### config.mk
export PLATFORM = sky130hd
export DESIGN_NAME = wb_stage_buf
export DESIGN_NICKNAME = d
export VERILOG_FILES = /design/src/rtl/wb_pkg.sv /design/src/rtl/wb_waw_filter.sv /design/src/rtl/wb_stage_buf.sv
export SDC_FILE = /design/constraint.sdc
export NUM_CORES = 1
export LEC_CHECK = 0
export ABC_CLOCK_PERIOD_IN_PS = 2000
export BUFFER_PORTS_ARGS = -buffer_cell sky130_fd_sc_hd__buf_4
export CAP_MARGIN = 20
export CORE_MARGIN = 3
export CORE_UTILIZATION = 50
export DETAILED_ROUTE_END_ITERATION = 8
export MAX_ROUTING_LAYER = met4
export PLACE_DENSITY_LB_ADDON = 0.3
export SLEW_MARGIN = 20
export SYNTH_ARGS = -nofsm -noshare
export SYNTH_HDL_FRONTEND = slang
export SYNTH_SLANG_ARGS = --single-unit
### constraint.sdc
create_clock -name clk -period 2 [get_ports clk]
set_input_delay 0.6 -clock clk [delete_from_list [all_inputs] [get_ports clk]]
set_output_delay 0.6 -clock clk [all_outputs]
set_load 0.03 [all_outputs]
### src/rtl/wb_pkg.sv
// Shared types and default widths for the MEM/WB boundary buffer.
package wb_pkg;

  localparam int unsigned WB_DATA_W = 32;
  localparam int unsigned WB_REG_AW = 5;

  // One instruction slot of a writeback packet
  typedef struct packed {
    logic                 reg_write;
    logic                 mem_2_reg;
    logic [WB_REG_AW-1:0] rd;
    logic [WB_DATA_W-1:0] alu_data;
    logic [WB_DATA_W-1:0] mem_data;
  } wb_lane_t;

  // Occupancy of the head/skid pair
  typedef enum logic [1:0] {
    CNT_EMPTY = 2'd0,
    CNT_ONE   = 2'd1,
    CNT_FULL  = 2'd2
  } wb_count_e;

endpackage

### src/rtl/wb_waw_filter.sv
// Per-packet write-enable gating: drops rd==0 writes and older-lane writes
// shadowed by a younger lane targeting the same register.
module wb_waw_filter
  import wb_pkg::*;
#(
  parameter int unsigned LANES  = 2,
  parameter int unsigned REG_AW = WB_REG_AW
) (
  input  logic [LANES-1:0]        reg_write,
  input  logic [LANES*REG_AW-1:0] rd,
  output logic [LANES-1:0]        reg_write_c
);

  // Younger (higher) lane wins a same-packet WAW
  always_comb begin
    reg_write_c = reg_write;
    for (int i = 0; i < LANES; i++) begin
      if (rd[i*REG_AW +: REG_AW] == '0) reg_write_c[i] = 1'b0;
      for (int j = i + 1; j < LANES; j++) begin
        if (reg_write[j] && (rd[j*REG_AW +: REG_AW] == rd[i*REG_AW +: REG_AW]))
          reg_write_c[i] = 1'b0;
      end
    end
  end

endmodule

### src/rtl/wb_stage_buf.sv
// MEM/WB boundary: LANES-wide packets, valid/ready with a 2-entry skid buffer,
// write-enable gating and the final writeback mux.
// Optional macro WB_PERF_CNT_EN adds perf_retired / perf_stall counters.
module wb_stage_buf
  import wb_pkg::*;
#(
  parameter int unsigned LANES  = 2,
  parameter int unsigned DATA_W = WB_DATA_W,
  parameter int unsigned REG_AW = WB_REG_AW
) (
  input  logic                     clk,
  input  logic                     rst,
  input  logic                     flush,
  input  logic                     in_valid,
  output logic                     in_ready,
  input  logic [LANES-1:0]         in_reg_write,
  input  logic [LANES-1:0]         in_mem_2_reg,
  input  logic [LANES*REG_AW-1:0]  in_rd,
  input  logic [LANES*DATA_W-1:0]  in_alu_data,
  input  logic [LANES*DATA_W-1:0]  in_mem_data,
  output logic                     out_valid,
  input  logic                     out_ready,
  output logic [LANES-1:0]         out_reg_write,
  output logic [LANES*REG_AW-1:0]  out_rd,
  output logic [LANES*DATA_W-1:0]  out_wb_data
`ifdef WB_PERF_CNT_EN
  ,
  output logic [31:0]              perf_retired,
  output logic [31:0]              perf_stall
`endif
);

  wb_count_e                count;
  logic [LANES-1:0]         head_we, head_m2r, skid_we, skid_m2r;
  logic [LANES*REG_AW-1:0]  head_rd, skid_rd;
  logic [LANES*DATA_W-1:0]  head_alu, head_mem, skid_alu, skid_mem;
  logic [LANES-1:0]         in_we_c;
  logic                     accept, pop;

  wb_waw_filter #(.LANES(LANES), .REG_AW(REG_AW)) u_waw (
    .reg_write   (in_reg_write),
    .rd          (in_rd),
    .reg_write_c (in_we_c)
  );

  assign in_ready      = (count != CNT_FULL);
  assign out_valid     = (count != CNT_EMPTY);
  assign accept        = in_valid & in_ready & ~flush;
  assign pop           = out_valid & out_ready;
  assign out_reg_write = head_we & {LANES{out_valid}};
  assign out_rd        = head_rd;

  // Writeback source select per lane from the head entry
  always_comb begin
    out_wb_data = '0;
    for (int i = 0; i < LANES; i++)
      out_wb_data[i*DATA_W +: DATA_W] = head_m2r[i] ? head_mem[i*DATA_W +: DATA_W]
                                                     : head_alu[i*DATA_W +: DATA_W];
  end

  // Occupancy FSM and head/skid storage
  always_ff @(posedge clk) begin
    if (rst) begin
      count    <= CNT_EMPTY;
      head_we  <= '0; head_m2r <= '0; head_rd <= '0; head_alu <= '0; head_mem <= '0;
      skid_we  <= '0; skid_m2r <= '0; skid_rd <= '0; skid_alu <= '0; skid_mem <= '0;
    end else if (flush) begin
      count   <= CNT_EMPTY;
      head_we <= '0;
      skid_we <= '0;
    end else begin
      case (count)
        CNT_EMPTY: begin
          if (accept) begin
            head_we <= in_we_c; head_m2r <= in_mem_2_reg; head_rd <= in_rd;
            head_alu <= in_alu_data; head_mem <= in_mem_data;
            count <= CNT_ONE;
          end
        end
        CNT_ONE: begin
          if (accept && !pop) begin
            skid_we <= in_we_c; skid_m2r <= in_mem_2_reg; skid_rd <= in_rd;
            skid_alu <= in_alu_data; skid_mem <= in_mem_data;
            count <= CNT_FULL;
          end else if (accept && pop) begin
            head_we <= in_we_c; head_m2r <= in_mem_2_reg; head_rd <= in_rd;
            head_alu <= in_alu_data; head_mem <= in_mem_data;
          end else if (pop) begin
            count <= CNT_EMPTY;
          end
        end
        CNT_FULL: begin
          if (pop) begin
            head_we <= skid_we; head_m2r <= skid_m2r; head_rd <= skid_rd;
            head_alu <= skid_alu; head_mem <= skid_mem;
            count <= CNT_ONE;
          end
        end
        default: count <= CNT_EMPTY;
      endcase
    end
  end

`ifdef WB_PERF_CNT_EN
  logic [31:0] retire_inc_c;

  // Number of lanes actually written by the head packet
  always_comb begin
    retire_inc_c = '0;
    for (int i = 0; i < LANES; i++)
      retire_inc_c = retire_inc_c + 32'(out_reg_write[i]);
  end

  // Free-running perf counters; survive flush
  always_ff @(posedge clk) begin
    if (rst) begin
      perf_retired <= '0;
      perf_stall   <= '0;
    end else begin
      if (pop) perf_retired <= perf_retired + retire_inc_c;
      if (in_valid && !in_ready) perf_stall <= perf_stall + 32'd1;
    end
  end
`endif

endmodule

* Yosys cells after proc, flatten, opt, wreduce, memory -nomap -nowiden
Index checks and enable logic that the tools add are counted.
** Word-level totals
- Register bits :: 286
- Input port bits :: 147
- Output and inout bits :: 78
** Operators by class
- Eq/ne operators :: 10
- Multiplexer cells :: 36
- Bitwise gates (word level) :: 5
- Reduce and logical (&&, ||, !) cells :: 15
** Operator list (count)
- $mux 64 :: 8
- $pmux 64 s3 :: 2
- $mux 32 :: 2
- $mux 10 :: 4
- $pmux 10 s3 :: 1
- $mux 2 :: 13
- $pmux 2 s3 :: 3
- $logic_not 5->1 :: 2
- $ne 2x2->1 const B :: 5
- $ne 3x3->1 const B :: 2
- $reduce_and 6->1 :: 1
- $eq 5x5->1 :: 1
- $reduce_and 5->1 :: 1
- $reduce_and 4->1 :: 1
- $and 1x1->1 :: 3
- $logic_and 1x1->1 :: 3
- $mux 1 :: 3
- $reduce_and 3->1 :: 1
- $reduce_bool 3->1 :: 1
- $and 2x2->2 :: 1
- $eq 2x1->1 const B :: 1
- $eq 2x2->1 const B :: 1
- $logic_not 2->1 :: 1
- $reduce_and 2->1 :: 1
- 4 further kinds :: 4

* Longest topological paths before layout
- Word-level depth :: 7
- Depth in mapped cells :: 7

* Cells and area by module
A second synthesis with hierarchy kept.
** Unflattened totals
- Cells, all modules :: 1539
- Area, all modules :: 13963.4 µm²
** Modules (own cells, without submodules)
- wb_stage_buf :: times used 1, cells an instance 1528, area each 13879.6 µm², seq. area each 5725.5 µm²
- wb_waw_filter :: times used 1, cells an instance 11, area each 83.8 µm², seq. area each 0.0 µm²

* Least setup slack after synthesis
No wires, ideal clock.
- Path type :: register to output
- From :: register head_m2r[0]
- To :: output out_wb_data[10]
- Data arrival time :: 1.294 ns
- Setup slack :: 0.106 ns
- Cell stages (with the launch flop) :: 4
- Path buffers :: 2
- Path through :: dfxtp_1 -> clkbuf_1 -> clkbuf_1 -> mux2_2
** On the way
- Cells in the longest elaborated chain, start to end :: 1
** Ends and longest elaborated chain
- start: declaration :: RTL line wb_stage_buf.sv:34 : logic [LANES-1:0] head_we, head_m2r, skid_we, skid_m2r;
- start signal: assignment :: RTL line wb_stage_buf.sv:75 : head_we <= in_we_c; head_m2r <= in_mem_2_reg; head_rd <= in_rd;
- start signal: assignment :: RTL line wb_stage_buf.sv:86 : head_we <= in_we_c; head_m2r <= in_mem_2_reg; head_rd <= in_rd;
- start signal: assignment :: RTL line wb_stage_buf.sv:94 : head_we <= skid_we; head_m2r <= skid_m2r; head_rd <= skid_rd;
- $mux 32 :: RTL line wb_stage_buf.sv:57 : out_wb_data[i*DATA_W +: DATA_W] = head_m2r[i] ? head_mem[i*DATA_W +: DATA_W]
- end: declaration :: RTL line wb_stage_buf.sv:25 : output logic [LANES*DATA_W-1:0] out_wb_data
No other way between the ends.

* Worst setup path in the final report
- From :: register head_m2r[1]
- To :: output out_wb_data[47]
The elaborated chain is that of the path after synthesis.

==> summary.md <==
| Metric | Value |
|---|---|
| Die height | 160 um |
| Worst-Skew Late Latency | 0.54 ns |
| Synthesized area | 11900 um^2 |
| Total clock sinks | 286 |
| Max-Cap Viols | 0 |
| Worst Path Arrival | 1.66 ns |
| Via density | 5.50 |
| Die width | 160 um |
| Worst R2R Setup Slack | 0.05 ns |
| Cell row count | 55 |
| Setup TNS Final | -14.27 ns |
| Crit path time final | 2.26 ns |
| Synth Area in XOR/XNOR | 0.368% |
| Seq cells post-synth | 286 |
| Cells after DPL | 1974 |
| Post-Layout Cell Count | 2041 |
| Average size of a mapped cell | 7.88 um^2 |
| Critical path class | flip-flop to output pin |
| Sequential Power Share | 44.5% |
| DRT Pass-1 Iters | 7 |
| Final period utilization | 113% |
| Combinational share of power | 14.0% |
| Clock power frac | 41.5% |
| First-pass GRT wire length | 52400 um |
| Worst Max-Slew Pin Slew | 0.468 ns |
| Post-synthesis sequential area ratio | 48.1% |
| Buf+Inv Stages, Crit Path | 2 |
| Fmax | 443 MHz |
| CTS H-tree depth | 1 |
| Vias in the first global route | 10.7k |
| # DRC | 0 |
| FILL cells | 1826 |
| Crit Path Max Fanout | 16 |
| Adder-cell share of the synthesized area | 0% |
| Status | finished with violations |
| Cts bufs inserted | 30 |
| CP required | 1.40 ns |
| Root buf cell | clkbuf_16 |
| Switching share of power | 24.5% |
| Failing checks | negative setup slack |
| Gpl congestion | 0.792 |
| R2R cell count | 9 |
| CTS tree | built |
| Worst Skew | 0.0138 ns |
| Hold WC Path Type | input port to flip-flop |
| Mux cell area share after synthesis | 6.06% |
| Fin nets | 1852 |
| Warnings from Yosys | 0 |
| Net Sw Power | 3330 uW |
| RSZ-0062 raised after global routing | yes |
| Critical path cell sequence | buf_12 > mux2_2 > buf_4 |
| Internal power | 10300 uW |
| GRT overflow | 0 |
| Peak VDD IR | 0.569 mV |
| Cell area power density | 856 nW/um^2 |
| Post-DP HPWL | 20200 um |
| CP max-delay cell | dfxtp_4 |
| I/O pins | 225 |
| Relative slew slack | 68.8% |
| Final core occ | 69.2% |
| Compound-gate portion of the synthesized area | 17.0% |
| Reg-to-reg critical path endpoint | head_mem[30] |
| Min-Delay Endpoint | skid_mem[42] |
| Simple-gate share of the synthesized area | 23.3% |
| Crit path largest cell delay | 0.40 ns |
| Syn_nets | 1656 |
| Via count | 11.2k |
| Commonest non-fill, non-tap cells in the layout | 562 x nand2_1, 282 x dfxtp_1, 203 x buf_4 |
| Layout cells sized above 1 | 24.7% |
| Reg-to-Reg Start | count[0] |
| Crit. End Element | output pin |
| Synth cell types | 32 |
| WL/cell | 16.0 um |
| Pleak | 0.00623 uW |
| Maximum clock path buffer count | 3 |
| Drt total wl | 32700 um |
| Crit-path leading delay family | flip-flops |
| Cells after Synth | 1509 |
| DR iter-0 viols | 856 |
| Overall Power | 13600 uW |
| Hold path depth | 3 |
| PnR worst setup slack | -0.259 ns |
| Startpoint types | flip-flop |
| Die area | 25700 um^2 |
| Hold Vio Cnt, Final | 0 |
| Number of port buffers | 224 |
| Starting Density | 51.8% |
| Setup violations, final | 67 |
| Slew Limit Fails | 0 |
| Core area | 23000 um^2 |
| Largest family of logic cells by synthesized area | simple AND/OR/NAND/NOR gates |
| Total Routing Usage GR | 24.6% |
| Initial antenna violation count | 1 |
| Hold Startpoint | in_mem_data[42] |
| Post-route ant nets | 0 |
| Commonest non-fill, non-tap cell in the layout | nand2_1 |
| Pin count of the biggest net entering global routing | 90 |
| Area grow syn2layout | 33.7% |
| Clk pin slew, worst setup/hold paths | 0.06 ns |
worst reg2reg max path, delay by kind of cell (launching register included):
family                 cells  cell delay [ns]
buffers and inverters      4             0.61
AND/OR/NAND/NOR            3             0.45
AO/OA/AOI/OAI              2             0.44
flip-flops                 1             0.35
registers in the layout, summed over array words and instances (netlist names):
signal    flops
count         2
head_alu     64
head_m2r      2
head_mem     64
head_we       2
out_rd       10
skid_alu     64
skid_m2r      2
skid_mem     64
skid_rd      10
skid_we       2
layout make-up:
cell class,count,area (um^2),area share [%]
timing repair buffer,297,2950,18.6
clock inverter,8,90.1,0.566
clock buffer,46,932,5.86
inverter,1,11.3,0.0708
tap,313,392,2.46
multi-input combinational,1089,5790,36.4
sequential,286,5740,36.1
antenna,1,2.50,0.0157
stage by stage:
stage	setup slack (ns)	hold slack [ns]	cell area, um^2
2_1_floorplan	0.106	0.437	11900
3_3_place_gp	0.0699	0.440	14200
3_5_place_dp	-0.00208	0.446	14200
4_1_cts	-0.282	0.295	15800
5_1_grt	-0.290	0.306	15900
6_report	-0.259	0.314	15900
power groups by stage:
| stage | Clock, uW | Sequential, uW | Combinational, uW |
|---|---|---|---|
| final | 5660 | 6050 | 1910 |
| after global placement | 0 | 6160 | 1680 |
| after detailed placement | 0 | 6160 | 1700 |
| after CTS | 5740 | 6050 | 1870 |
| after global routing | 5970 | 6080 | 2050 |
| after floorplan | 0 | 6160 | 954 |
worst max path at each step:
| stage | startpoint | endpoint | slack (ns) | cells past startpoint |
|---|---|---|---|---|
| after floorplan | head_m2r[0] | out_wb_data[10] | 0.11 | 3 |
| after global placement | out_ready | skid_mem[28] | 0.07 | 6 |
| after detailed placement | out_ready | head_alu[9] | -0.002 | 8 |
| after CTS | head_m2r[1] | out_wb_data[52] | -0.28 | 3 |
| after global routing | head_m2r[1] | out_wb_data[52] | -0.29 | 3 |
| final | head_m2r[1] | out_wb_data[47] | -0.26 | 3 |
cell families (layout without fill, tap and decap cells):
family                 Yosys count  in the layout
AO/OA/AOI/OAI                  294            294
XOR/XNOR                         5              5
buffers and inverters          134            352
flip-flops                     286            286
multiplexers                    64             64
other                            0              1
AND/OR/NAND/NOR                726            726
per-layer routing:
metal / track usage (%) / wire length (um)
met1: 31.8 / 14100
met2: 40.9 / 15800
met3: 3.53 / 2040
met4: 6.23 / 743
met5: - / 0
Yosys cell counts:
cell type | n | area, um^2
nor2b_2 | 1 | 8.76
xnor2_1 | 1 | 8.76
buf_6 | 3 | 33.8
nand2b_1 | 2 | 12.5
nor4_1 | 1 | 6.26
and2_1 | 2 | 12.5
or2_2 | 2 | 12.5
buf_1 | 6 | 22.5
a22o_1 | 1 | 8.76
buf_4 | 6 | 45.0
nor2_4 | 1 | 11.3
o22a_1 | 1 | 8.76
or3_1 | 1 | 6.26
clkbuf_1 | 69 | 259
nor3_1 | 1 | 5.00
o2111ai_1 | 2 | 17.5
xor2_1 | 4 | 35.0
mux2_2 | 64 | 721
a22oi_1 | 1 | 7.51
or4_1 | 2 | 15.0
inv_2 | 1 | 3.75
a311oi_1 | 141 | 1230
buf_2 | 49 | 245
o21ai_0 | 1 | 5.00
nor3_2 | 1 | 10.0
nor2b_1 | 1 | 6.26
nand2_1 | 562 | 2110
nand3_1 | 1 | 5.00
a21oi_1 | 146 | 731
dfxtp_1 | 286 | 5730
nor2_1 | 148 | 556
a211oi_1 | 1 | 7.51
repair_timing:
action,in CTS,in global routing
pin swaps,3,2
gates cloned,2,3
setup endpoints to repair,68,160
gates resized for setup,118,8
setup buffers,4,4
hold buffers,0,0
Note: power is estimated with default switching activity, not from simulation.
